==> src/rtl/imm_gen_pkg.sv <==
// rtl/imm_gen_pkg.sv - shared format codes and defaults for the immediate generator
package imm_gen_pkg;

    localparam int XLEN_DEFAULT = 32;

    typedef enum logic [2:0] {
        FMT_I    = 3'd0,
        FMT_S    = 3'd1,
        FMT_B    = 3'd2,
        FMT_U    = 3'd3,
        FMT_J    = 3'd4,
        FMT_Z    = 3'd5,
        FMT_SH   = 3'd6,
        FMT_RSVD = 3'd7
    } imm_fmt_e;

endpackage

==> src/rtl/imm_gen_core.sv <==
// rtl/imm_gen_core.sv - combinational immediate extraction from one instruction word
module imm_gen_core
    import imm_gen_pkg::*;
#(
    parameter int XLEN = XLEN_DEFAULT
) (
    input  logic [31:0]     inst,
    input  logic [2:0]      fmt,
    output logic [XLEN-1:0] imm,
    output logic            err
);

    logic [31:0] raw;
    logic        sext;

    // Assemble the field as a 32-bit value, then widen it (sign or zero) to XLEN
    always_comb begin
        raw  = '0;
        sext = 1'b0;
        err  = 1'b0;
        case (imm_fmt_e'(fmt))
            FMT_I: begin
                raw  = {{20{inst[31]}}, inst[31:20]};
                sext = 1'b1;
            end
            FMT_S: begin
                raw  = {{20{inst[31]}}, inst[31:25], inst[11:7]};
                sext = 1'b1;
            end
            FMT_B: begin
                raw  = {{19{inst[31]}}, inst[31], inst[7], inst[30:25], inst[11:8], 1'b0};
                sext = 1'b1;
            end
            FMT_U: begin
                raw  = {inst[31:12], 12'b0};
                sext = 1'b1;
            end
            FMT_J: begin
                raw  = {{11{inst[31]}}, inst[31], inst[19:12], inst[20], inst[30:21], 1'b0};
                sext = 1'b1;
            end
            FMT_Z: begin
                raw = {27'b0, inst[19:15]};
            end
            FMT_SH: begin
                // RV64 shift amounts use six bits, RV32 only five
                raw = (XLEN == 64) ? {26'b0, inst[25:20]} : {27'b0, inst[24:20]};
            end
            FMT_RSVD: begin
                err = 1'b1;
            end
        endcase
        imm = sext ? XLEN'($signed(raw)) : XLEN'(raw);
    end

endmodule

==> src/rtl/imm_gen_pipe.sv <==
// rtl/imm_gen_pipe.sv - immediate generator with a DEPTH-entry output FIFO and valid/ready handshake
module imm_gen_pipe
    import imm_gen_pkg::*;
#(
    parameter int XLEN  = XLEN_DEFAULT,
    parameter int DEPTH = 2
) (
    input  logic            clk,
    input  logic            rst_n,
    input  logic            in_valid,
    output logic            in_ready,
    input  logic [31:0]     in_inst,
    input  logic [2:0]      in_fmt,
    input  logic            flush,
    output logic            out_valid,
    input  logic            out_ready,
    output logic [XLEN-1:0] out_imm,
    output logic            out_err
);

    localparam int               PTR_W     = (DEPTH > 1) ? $clog2(DEPTH) : 1;
    localparam logic [PTR_W-1:0] PTR_LAST  = PTR_W'(DEPTH - 1);
    localparam logic [2:0]       DEPTH_CNT = 3'(DEPTH);

    logic [XLEN-1:0]  core_imm;
    logic             core_err;
    logic [XLEN-1:0]  imm_mem_q [DEPTH];
    logic [DEPTH-1:0] err_mem_q;
    logic [PTR_W-1:0] wptr_q, wptr_d;
    logic [PTR_W-1:0] rptr_q, rptr_d;
    logic [2:0]       count_q, count_d;
    logic             ready_en_q;
    logic             push;
    logic             pop;

    function automatic logic [PTR_W-1:0] ptr_inc(input logic [PTR_W-1:0] p);
        return (p == PTR_LAST) ? '0 : p + 1'b1;
    endfunction

    imm_gen_core #(
        .XLEN (XLEN)
    ) u_core (
        .inst (in_inst),
        .fmt  (in_fmt),
        .imm  (core_imm),
        .err  (core_err)
    );

    // in_ready depends only on registered state, so out_ready never reaches it;
    // ready_en_q keeps it low while reset is held and for no longer
    assign in_ready  = ready_en_q && (count_q < DEPTH_CNT);
    assign out_valid = (count_q != 3'd0);
    assign out_imm   = out_valid ? imm_mem_q[rptr_q] : '0;
    assign out_err   = out_valid & err_mem_q[rptr_q];
    assign push      = in_valid & in_ready;
    assign pop       = out_valid & out_ready;

    // Next pointer/occupancy; flush wins over any push or pop in the same cycle
    always_comb begin
        count_d = count_q;
        wptr_d  = wptr_q;
        rptr_d  = rptr_q;
        if (flush) begin
            count_d = 3'd0;
            wptr_d  = '0;
            rptr_d  = '0;
        end else begin
            if (push) wptr_d = ptr_inc(wptr_q);
            if (pop)  rptr_d = ptr_inc(rptr_q);
            case ({push, pop})
                2'b10:   count_d = count_q + 3'd1;
                2'b01:   count_d = count_q - 3'd1;
                default: count_d = count_q;
            endcase
        end
    end

    // Control state, cleared immediately by reset
    always_ff @(posedge clk or negedge rst_n) begin
        if (!rst_n) begin
            count_q    <= 3'd0;
            wptr_q     <= '0;
            rptr_q     <= '0;
            ready_en_q <= 1'b0;
        end else begin
            count_q    <= count_d;
            wptr_q     <= wptr_d;
            rptr_q     <= rptr_d;
            ready_en_q <= 1'b1;
        end
    end

    // Entry storage; contents are don't-care while count marks them empty
    always_ff @(posedge clk) begin
        if (push && !flush) begin
            imm_mem_q[wptr_q] <= core_imm;
            err_mem_q[wptr_q] <= core_err;
        end
    end

endmodule

==> config.mk <==
export PLATFORM = sky130hd
export DESIGN_NAME = imm_gen_pipe
export DESIGN_NICKNAME = d
export VERILOG_FILES = /design/src/rtl/imm_gen_pkg.sv /design/src/rtl/imm_gen_core.sv /design/src/rtl/imm_gen_pipe.sv
export SDC_FILE = /design/constraint.sdc
export NUM_CORES = 1
export LEC_CHECK = 0
export ABC_AREA = 1
export BUFFER_PORTS_ARGS = -buffer_cell sky130_fd_sc_hd__buf_2
export CORE_UTILIZATION = 54
export CTS_CLUSTER_SIZE = 30
export DETAILED_ROUTE_END_ITERATION = 10
export PLACE_DENSITY = 0.82
export RECOVER_POWER = 100
export SLEW_MARGIN = 20
export SYNTH_ARGS = -nofsm -noshare
export SYNTH_HDL_FRONTEND = slang
export SYNTH_SLANG_ARGS = --single-unit
==> constraint.sdc <==
create_clock -name clk -period 3.7 [get_ports clk]
set_input_delay 0.74 -clock clk [delete_from_list [all_inputs] [get_ports clk]]
set_output_delay 0.74 -clock clk [all_outputs]
set_load 0.02 [all_outputs]
==> impl_metrics.env, run 1 <==
export IMPL_cp_arrival_ps=2880
export IMPL_power_total_mw=2.66
export IMPL_synth_edf_count=66
export IMPL_rsz0062_at_grt="false"
export IMPL_layout_drive_gt1_share_pct=12.6
export IMPL_dp_slack_ps=1540
export IMPL_cts_root_buffer="clkbuf_8"
export IMPL_cp_end_kind="flip-flop"
export IMPL_p_sw_mw=1.18
export IMPL_synth_distinct_cells=27
export IMPL_cp_required_ps=3630
export IMPL_slew_limit_headroom_pct=-29.6
export IMPL_wl_met3_um=421
export IMPL_grt_pass1_wl_um=11600
export IMPL_yosys_warnings=0
export IMPL_p_int_mw=1.48
export IMPL_tritoncts="done"
export IMPL_reg2reg_slack_ps=750
export IMPL_final_cell_mix="nand2_1, edfxtp_1, inv_1, clkbuf_1, buf_2"
export IMPL_r2r_end="imm_mem_q[1][11]"
export IMPL_r2r_start="count_q[2]"
export IMPL_crit_fanout=33
export IMPL_multi_input_area_um2=1010
export IMPL_final_util_pct=64.9
export IMPL_grt_max_degree=37
export IMPL_vdd_ir_drop_max_mv=0.624
export IMPL_async_flop_share_pct=8.33
export IMPL_cts_resized=0
export IMPL_power_density_nw_per_um2=676
export IMPL_area_growth_pct=13.7
export IMPL_wire_per_inst_um=13.4
export IMPL_synth_area_leaders="edfxtp_1, nand2_1, inv_1"
export IMPL_antenna_found_initial=0
export IMPL_diodes=0
export IMPL_path_cells="nor2_1 > nand3_1 > nor2_2 > clkbuf_1"
export IMPL_groute_usage_overall_pct=23.7
export IMPL_slew_viol_final=34
export IMPL_clock_latency_ps=340
export IMPL_tightest_slew_ps=1940
export IMPL_clockBufferDepth=2
export IMPL_p_leak_nw=1.95
export IMPL_dp_hpwl_um=4800
export IMPL_hold_viol_final=0
export IMPL_ant_nets=0
export IMPL_power_frac_seq_pct=37.2
export IMPL_ys_seq_area_share_pct=61.6
export IMPL_failed_checks="max-capacitance violations, max-slew violations"
export IMPL_period_share_pct=79.6
export IMPL_synthDominantCellAreaShare_pct=57.3
export IMPL_r2r_cells=4
export IMPL_post_cts_buffers=0
export IMPL_dieArea_um2=6730
export IMPL_wl_met1_um=2990
export IMPL_clkSinkCount=72
export IMPL_grt_pass1_vias=2533
export IMPL_io_pins=75
export IMPL_gp_routability_congestion=0.831
export IMPL_path_buf_inv=1
export IMPL_crit_cells=4
export IMPL_cts_hold_buf=0
export IMPL_cp_startpoint="count_q[2]"
export IMPL_route_final_wire_length_um=7050
export IMPL_power_share_switching_pct=44.2
export IMPL_cts_buffers_inserted=9
export IMPL_final_common_cell="nand2_1"
export IMPL_clockPowerShare_pct=19.3
export IMPL_start_kind="flip-flop"
export IMPL_cp_slowest_cell="clkbuf_1"
export IMPL_placed_cells=510
export IMPL_drc=0
export IMPL_worst_slack_ps=754
export IMPL_pwr_share_comb_pct=43.5
export IMPL_dr_pass1_iters=8
export IMPL_path_delay_family="buffers and inverters"
export IMPL_clock_skew_ps=5.84
export IMPL_endpoint="imm_mem_q[1][11]"
export IMPL_cp_slowest_stage_delay_ps=1400
export IMPL_overflow=0
export IMPL_synth_seq_cells=72
export IMPL_drt_iter0_drc=172
export IMPL_drv_cap=1
export IMPL_finalSetupViolations=0
export IMPL_stdcell_count=526
export IMPL_met2_length_um=3460
export IMPL_vias_per_cell=5.04
export IMPL_fmax_mhz=339
export IMPL_num_vias=2653
export IMPL_fp_coreArea_um2=6060
export IMPL_port_buffers=67
export IMPL_min_path_type="in -> async"
export IMPL_status="finished, violations left"
export IMPL_dieWidth_um=82.1
export IMPL_fin_setup_tns_ps=0
export IMPL_clk_pin_slew_ps=70
export IMPL_syn_nets=415
export IMPL_nFillCells=516
export IMPL_post_route_min_period_ps=2950
export IMPL_syn_area_per_cell_um2=9.25
export IMPL_top_layer="met4"
export IMPL_path_class="reg -> reg"
export IMPL_synthCells=374
export IMPL_start_util_pct=57.1
export IMPL_yosys_area_top_type="edfxtp_1"
export IMPL_regArea_um2=2130
export IMPL_num_rows=28
export IMPL_htree_levels=3
export IMPL_fp_dieH_um=82.1
export IMPL_netlist_area_um2=3460
export IMPL_yosys_most_used_dff="edfxtp_1"
export IMPL_fin_nets=487
-- stage by stage --
step / instance area [um2] / hold slack (ps)
after floorplan: 3460 / 444
after global placement: 3880 / 493
after detailed placement: 3880 / 520
after CTS: 4030 / 212
after global routing: 3930 / 278
final: 3930 / 264
-- kinds of logic (layout without fill, tap and decap cells) --
family | after synthesis | in the layout | share of synthesized area (%)
flops | 72 | 72 | 61.6
buf+inv | 71 | 148 | 7.99
simple gates | 203 | 203 | 25.1
xor+xnor | 1 | 1 | 0.253
other cells | 1 | 1 | 0.108
fa+ha+maj | 1 | 1 | 0.578
compound gates | 25 | 25 | 4.37
-- worst reg2reg max path, delay by kind of cell, from the launching register on --
kind | cells | cell delay (ps)
DFF | 1 | 410
buffers and inverters | 1 | 1400
and+or+nand+nor | 3 | 710
-- cell usage after synthesis (all sizes together) (2+ instances only) --
cell type and number:
nand2 171, edfxtp 66, inv 60, nor2 17
o21ai 14, nand3 13, buf 8, dfrtp 6
o221ai 4, o211ai 3, a21oi 2, clkbuf 2
-- metal layers --
metal  up-vias  global-route usage, %
met5         -                      0
met4         0                   12.1
met3        18                   4.33
met2       105                   39.3
met1      1206                   29.8
li1       1324                      -
-- worst min-delay path by stage --
stage	end	slack, ps	cells after the start
6_report	count_q[1]	260	1
5_1_grt	ready_en_q	280	1
4_1_cts	count_q[1]	210	1
3_5_place_dp	wptr_q	520	1
3_3_place_gp	wptr_q	490	1
2_1_floorplan	count_q[0]	440	0
-- flip-flops by register name (all words and copies together) (netlist names) --
signal	cells
ready_en_q	1
count_q	3
imm_mem_q	64
wptr_q	1
err_mem_q	2
rptr_q	1
-- cell type report --
type,instances,share of cell area (%)
sequential,72,54.2
multi-input combinational,231,25.7
clock buffer,11,3.34
timing repair buffer,71,7.95
clock inverter,5,0.604
tap,75,2.39
inverter,61,5.82
-- power by group through the flow --
stage | logic (mW) | registers (mW) | clock network (mW)
global route | 1.29 | 0.995 | 0.554
CTS | 1.25 | 0.991 | 0.518
global placement | 1.21 | 1.00 | 0
floorplan | 0.892 | 1.00 | 0
finish | 1.16 | 0.989 | 0.512
detailed placement | 1.25 | 1.01 | 0
No activity file was read; power rests on OpenSTA's default activity.
==> run 2: changes to the inputs <==
CORE_UTILIZATION = 49   (was 54)
PLACE_DENSITY = 0.79   (was 0.82)
clock period = 2.48 ns   (was 3.7 ns; I/O delays follow)
==> impl_metrics.env, run 2 (synthesis gave the netlist of run 1 again) <==
export IMPL_status="complete, no violations"
export IMPL_min_path_type="in -> reg"
export IMPL_cp_slowest_cell="dfrtp_1"
export IMPL_drc=0
export IMPL_num_vias=2670
export IMPL_regMostFlops="imm_mem_q"
export IMPL_num_rows=30
export IMPL_layout_drive_gt1_share_pct=20.3
export IMPL_final_common_cell="nand2_1"
export IMPL_wl_met3_um=480
export IMPL_dp_hpwl_um=4730
export IMPL_clkSinkCount=72
export IMPL_min_delay_path_depth=3
export IMPL_cp_arrival_ps=1770
export IMPL_finalSetupViolations=0
export IMPL_cp_slowest_stage_delay_ps=420
export IMPL_path_class="reg -> out"
export IMPL_fp_coreArea_um2=6790
export IMPL_clk_pin_slew_ps=70
export IMPL_final_cell_mix="nand2_1, edfxtp_1, inv_1, buf_2, o21ai_0"
export IMPL_largest_reg_flops=64
export IMPL_crit_fanout=35
export IMPL_period_share_pct=91.3
export IMPL_io_pins=75
export IMPL_ant_nets=0
export IMPL_cp_required_ps=1980
export IMPL_tightest_slew_ps=845
export IMPL_area_growth_pct=17.5
export IMPL_cts_resized=0
export IMPL_htree_levels=3
export IMPL_met2_length_um=3580
export IMPL_post_cts_buffers=0
export IMPL_groute_usage_overall_pct=21.0
export IMPL_overflow=0
export IMPL_slew_viol_final=0
export IMPL_top_regs="imm_mem_q: 64 flops, count_q: 3 flops, err_mem_q: 2 flops"
export IMPL_dieArea_um2=7400
export IMPL_place_area_um2=3910
export IMPL_clock_skew_ps=5.74
export IMPL_r2r_cells=10
export IMPL_fmax_mhz=442
export IMPL_fin_setup_tns_ps=0
export IMPL_fp_dieH_um=86.0
export IMPL_dieWidth_um=86.0
export IMPL_tritoncts="done"
export IMPL_grt_pass1_wl_um=11700
export IMPL_clock_latency_ps=340
export IMPL_route_final_wire_length_um=7100
export IMPL_gp_routability_congestion=0.810
export IMPL_nFillCells=578
export IMPL_dr_pass1_iters=5
export IMPL_start_kind="flip-flop"
export IMPL_path_cells="inv_1 > nand2_4 > clkbuf_4 > nand2_1 > inv_1 > clkbuf_1"
export IMPL_vias_per_cell=4.86
export IMPL_rsz0062_at_grt="false"
export IMPL_post_route_min_period_ps=2260
export IMPL_cts_hold_buf=1
export IMPL_hold_viol_final=0
export IMPL_cp_end_kind="output pin"
export IMPL_grt_max_degree=36
export IMPL_vdd_ir_drop_max_mv=0.408
export IMPL_antenna_found_initial=0
export IMPL_cts_buffers_inserted=9
export IMPL_design_area_um2=4070
export IMPL_drv_cap=0
export IMPL_cts_root_buffer="clkbuf_8"
export IMPL_cp_common_cell="inv_1"
export IMPL_wl_met1_um=2910
export IMPL_grt_pass1_vias=2606
export IMPL_port_buffers=67
export IMPL_fin_nets=489
export IMPL_wire_per_inst_um=12.9
export IMPL_fin_worst_hold_slack_ps=444
export IMPL_p_leak_nw=2.09
export IMPL_slew_limit_headroom_pct=43.7
export IMPL_power_density_nw_per_um2=1040
export IMPL_clockBufferDepth=2
export IMPL_drt_iter0_drc=214
export IMPL_start_util_pct=50.9
export IMPL_diodes=0
export IMPL_top_layer="met4"
## run 2: cell count changes in the layout (fill, tap and decap cells not counted), sizes merged
cell         before  now
buf              32   55
clkinv            6    4
clkbuf           50   27
bufinv            0    1
dlygate4sd3       0    1
clkinvlp          0    2
## run 2: final cells by class
type,count,area [um2],share of cell area (%)
flip-flops and latches,72,2130,52.4
multi-input cells,231,1030,25.3
repair buffers,73,369,9.08
inverters,61,229,5.63
clock buffers,10,128,3.14
well taps,96,120,2.95
clock inverters,6,60.1,1.48
## run 2: worst paths after layout
path                                   from          endpoint  slack (ps)
min in group asynchronous             rst_n        count_q[1]         550
max in group asynchronous             rst_n            rptr_q        1700
worst min-delay path            in_inst[14]  imm_mem_q[0][14]         440
worst max-delay path             count_q[0]        out_imm[4]         220
worst max register to register   count_q[1]        count_q[2]         350
worst min register to register       wptr_q            wptr_q         520
## run 2: per-stage QoR
| stage | worst slack, ps | total power [mW] | instances | utilization, % |
|---|---|---|---|---|
| finish | 216 | 4.21 | 549 | 59.9 |
| global route | 71.8 | 4.51 | 549 | 59.9 |
| CTS | 263 | 4.28 | 549 | 60.5 |
| detailed placement | 574 | 3.40 | 532 | 57.6 |
| global placement | 659 | 3.36 | 532 | 57.6 |
| floorplan | 347 | 2.83 | 374 | - |
## run 2: report_power, final
part / switching (mW) / total, mW / internal (mW) / leakage [nW]
combinational: 1.32 / 1.85 / 0.525 / 1.31
clock: 0.426 / 0.885 / 0.459 / 0.0920
sequential: 0.0471 / 1.48 / 1.43 / 0.688
## run 2: critical path, delay by kind of cell, from the launching register on
family,cells,cell delay [ps]
and+or+nand+nor,2,210
buffers and inverters,4,790
DFF,1,420
## run 2: layer usage
metal | track usage (%) | vias up
li1 | - | 1326
met4 | 9.24 | 0
met5 | 0 | -
met2 | 35.4 | 101
met3 | 3.85 | 12
met1 | 26.6 | 1231
==> run 3: changes to the inputs <==
clock period = 1.95 ns   (was 2.48 ns; I/O delays follow)
==> impl_metrics.env, run 3 (synthesis gave the netlist of run 1 again) <==
export IMPL_hold_viol_final=0
export IMPL_htree_levels=3
export IMPL_groute_usage_overall_pct=20.7
export IMPL_p_leak_nw=2.20
export IMPL_fp_dieH_um=86.0
export IMPL_grt_pass1_wl_um=11600
export IMPL_worst_slack_ps=-33.9
export IMPL_status="finished, violations left"
export IMPL_r2r_start="count_q[2]"
export IMPL_layout_drive_gt1_share_pct=25.9
export IMPL_fmax_mhz=504
export IMPL_diodes=0
export IMPL_dp_hpwl_um=4850
export IMPL_dr_pass1_iters=5
export IMPL_route_final_wire_length_um=7440
export IMPL_ant_nets=0
export IMPL_tritoncts="done"
export IMPL_reg2reg_slack_ps=-30
export IMPL_rsz0062_at_grt="true"
export IMPL_num_rows=30
export IMPL_crit_fanout=4
export IMPL_grt_pass1_vias=2560
export IMPL_num_vias=2688
export IMPL_cts_buffers_inserted=9
export IMPL_dieArea_um2=7400
export IMPL_vdd_ir_drop_max_mv=0.644
export IMPL_antenna_found_initial=0
export IMPL_largest_reg_flops=64
export IMPL_r2r_end="count_q[2]"
export IMPL_area_growth_pct=24.4
export IMPL_cts_root_buffer="clkbuf_8"
export IMPL_cp_required_ps=2220
export IMPL_power_density_nw_per_um2=1390
export IMPL_clkSinkCount=72
export IMPL_fp_coreArea_um2=6790
export IMPL_final_common_cell="nand2_1"
export IMPL_design_area_um2=4310
export IMPL_fin_setup_tns_ps=-33.9
export IMPL_gp_routability_congestion=0.816
export IMPL_clock_skew_ps=11.3
export IMPL_port_buffers=67
export IMPL_final_util_pct=63.4
export IMPL_path_class="reg -> reg"
export IMPL_slew_viol_final=0
export IMPL_start_kind="flip-flop"
export IMPL_holdPathEnd="imm_mem_q[0][13]"
export IMPL_regMostFlops="imm_mem_q"
export IMPL_hp_start="in_inst[13]"
export IMPL_clock_latency_ps=340
export IMPL_min_delay_path_depth=3
export IMPL_failed_checks="negative setup slack"
export IMPL_min_path_type="in -> reg"
export IMPL_dp_slack_ps=1.18
export IMPL_fin_nets=496
export IMPL_vias_per_cell=4.83
export IMPL_final_cell_mix="nand2_1, edfxtp_1, buf_2, inv_1, o21ai_0"
export IMPL_grt_max_degree=36
export IMPL_drv_cap=0
export IMPL_dieWidth_um=86.0
export IMPL_post_route_min_period_ps=1980
export IMPL_drc=0
export IMPL_start_util_pct=50.9
export IMPL_cp_arrival_ps=2260
export IMPL_io_pins=75
export IMPL_cp_end_kind="flip-flop"
export IMPL_wire_per_inst_um=13.4
export IMPL_top_regs="imm_mem_q: 64 flops, count_q: 3 flops, err_mem_q: 2 flops"
export IMPL_period_share_pct=102
export IMPL_clockBufferDepth=2
export IMPL_place_area_um2=3970
export IMPL_clk_pin_slew_ps=70
export IMPL_overflow=0
export IMPL_drt_iter0_drc=211
export IMPL_r2r_cells=11
export IMPL_finalSetupViolations=1
[run 3: changes by cell type in the layout (fill, tap and decap cells not counted), sizes merged]
cell / delta
clkinvlp: -1
buf: +22
bufinv: +2
clkbuf: -16
[run 3: what timing repair did]
action                                 in CTS  in global routing
endpoints found under the hold margin       6                  0
pin swaps                                   1                  6
hold buffers                                1                  0
setup endpoints to repair                   7                 26
buffers inserted                            1                  5
cloned                                      0                  0
resized for setup                           4                 12
[run 3: cell type report]
cell class	instances	area (um2)
Fill cell	542	2490
Sequential cell	72	2130
Multi-Input combinational cell	231	1100
Timing Repair Buffer	80	490
Inverter	61	229
Clock buffer	9	124
Tap cell	96	120
Clock inverter	7	110
[run 3: how the worst max path moves through the flow]
stage                    to  cells past startpoint  startpoint  slack [ps]
3_5_place_dp     count_q[2]                     10  count_q[2]           1
5_1_grt          count_q[2]                     11  count_q[2]        -110
2_1_floorplan  err_mem_q[0]                      5  count_q[2]         160
6_report         count_q[2]                     11  count_q[2]         -30
4_1_cts          count_q[2]                     10  count_q[2]          20
3_3_place_gp     count_q[2]                     10  count_q[2]         160
[run 3: worst max-delay path: stages, from the launching register on]
cell and delay (ps):
dfrtp_2 430, nor2_4 180, nand2_4 90, nor2_8 150
nor2_4 50, fa_2 390, xnor2_2 210, buf_4 150
nand2_2 50, nand2_2 70, nand2_2 60, nand2_2 70
[run 3: layer usage]
metal | share of wire [%] | global-route usage, %
met4 | 1.2 | 8.64
met1 | 41 | 26.0
met2 | 51 | 34.3
met5 | 0 | 0
met3 | 6.8 | 5.20
[run 3: power by group]
group	internal, mW	switching (mW)
clock network	0.838	0.527
logic	0.925	1.80
registers	1.82	0.0640
total	3.59	2.39
[run 3: through the flow]
| stage | hold slack (ps) | power [mW] | cells |
|---|---|---|---|
| floorplan | 94.4 | 3.60 | 374 |
| global placement | 220 | 4.32 | 533 |
| detailed placement | 217 | 4.39 | 533 |
| CTS | 323 | 5.83 | 551 |
| global route | 332 | 6.33 | 556 |
| finish | 332 | 5.98 | 556 |
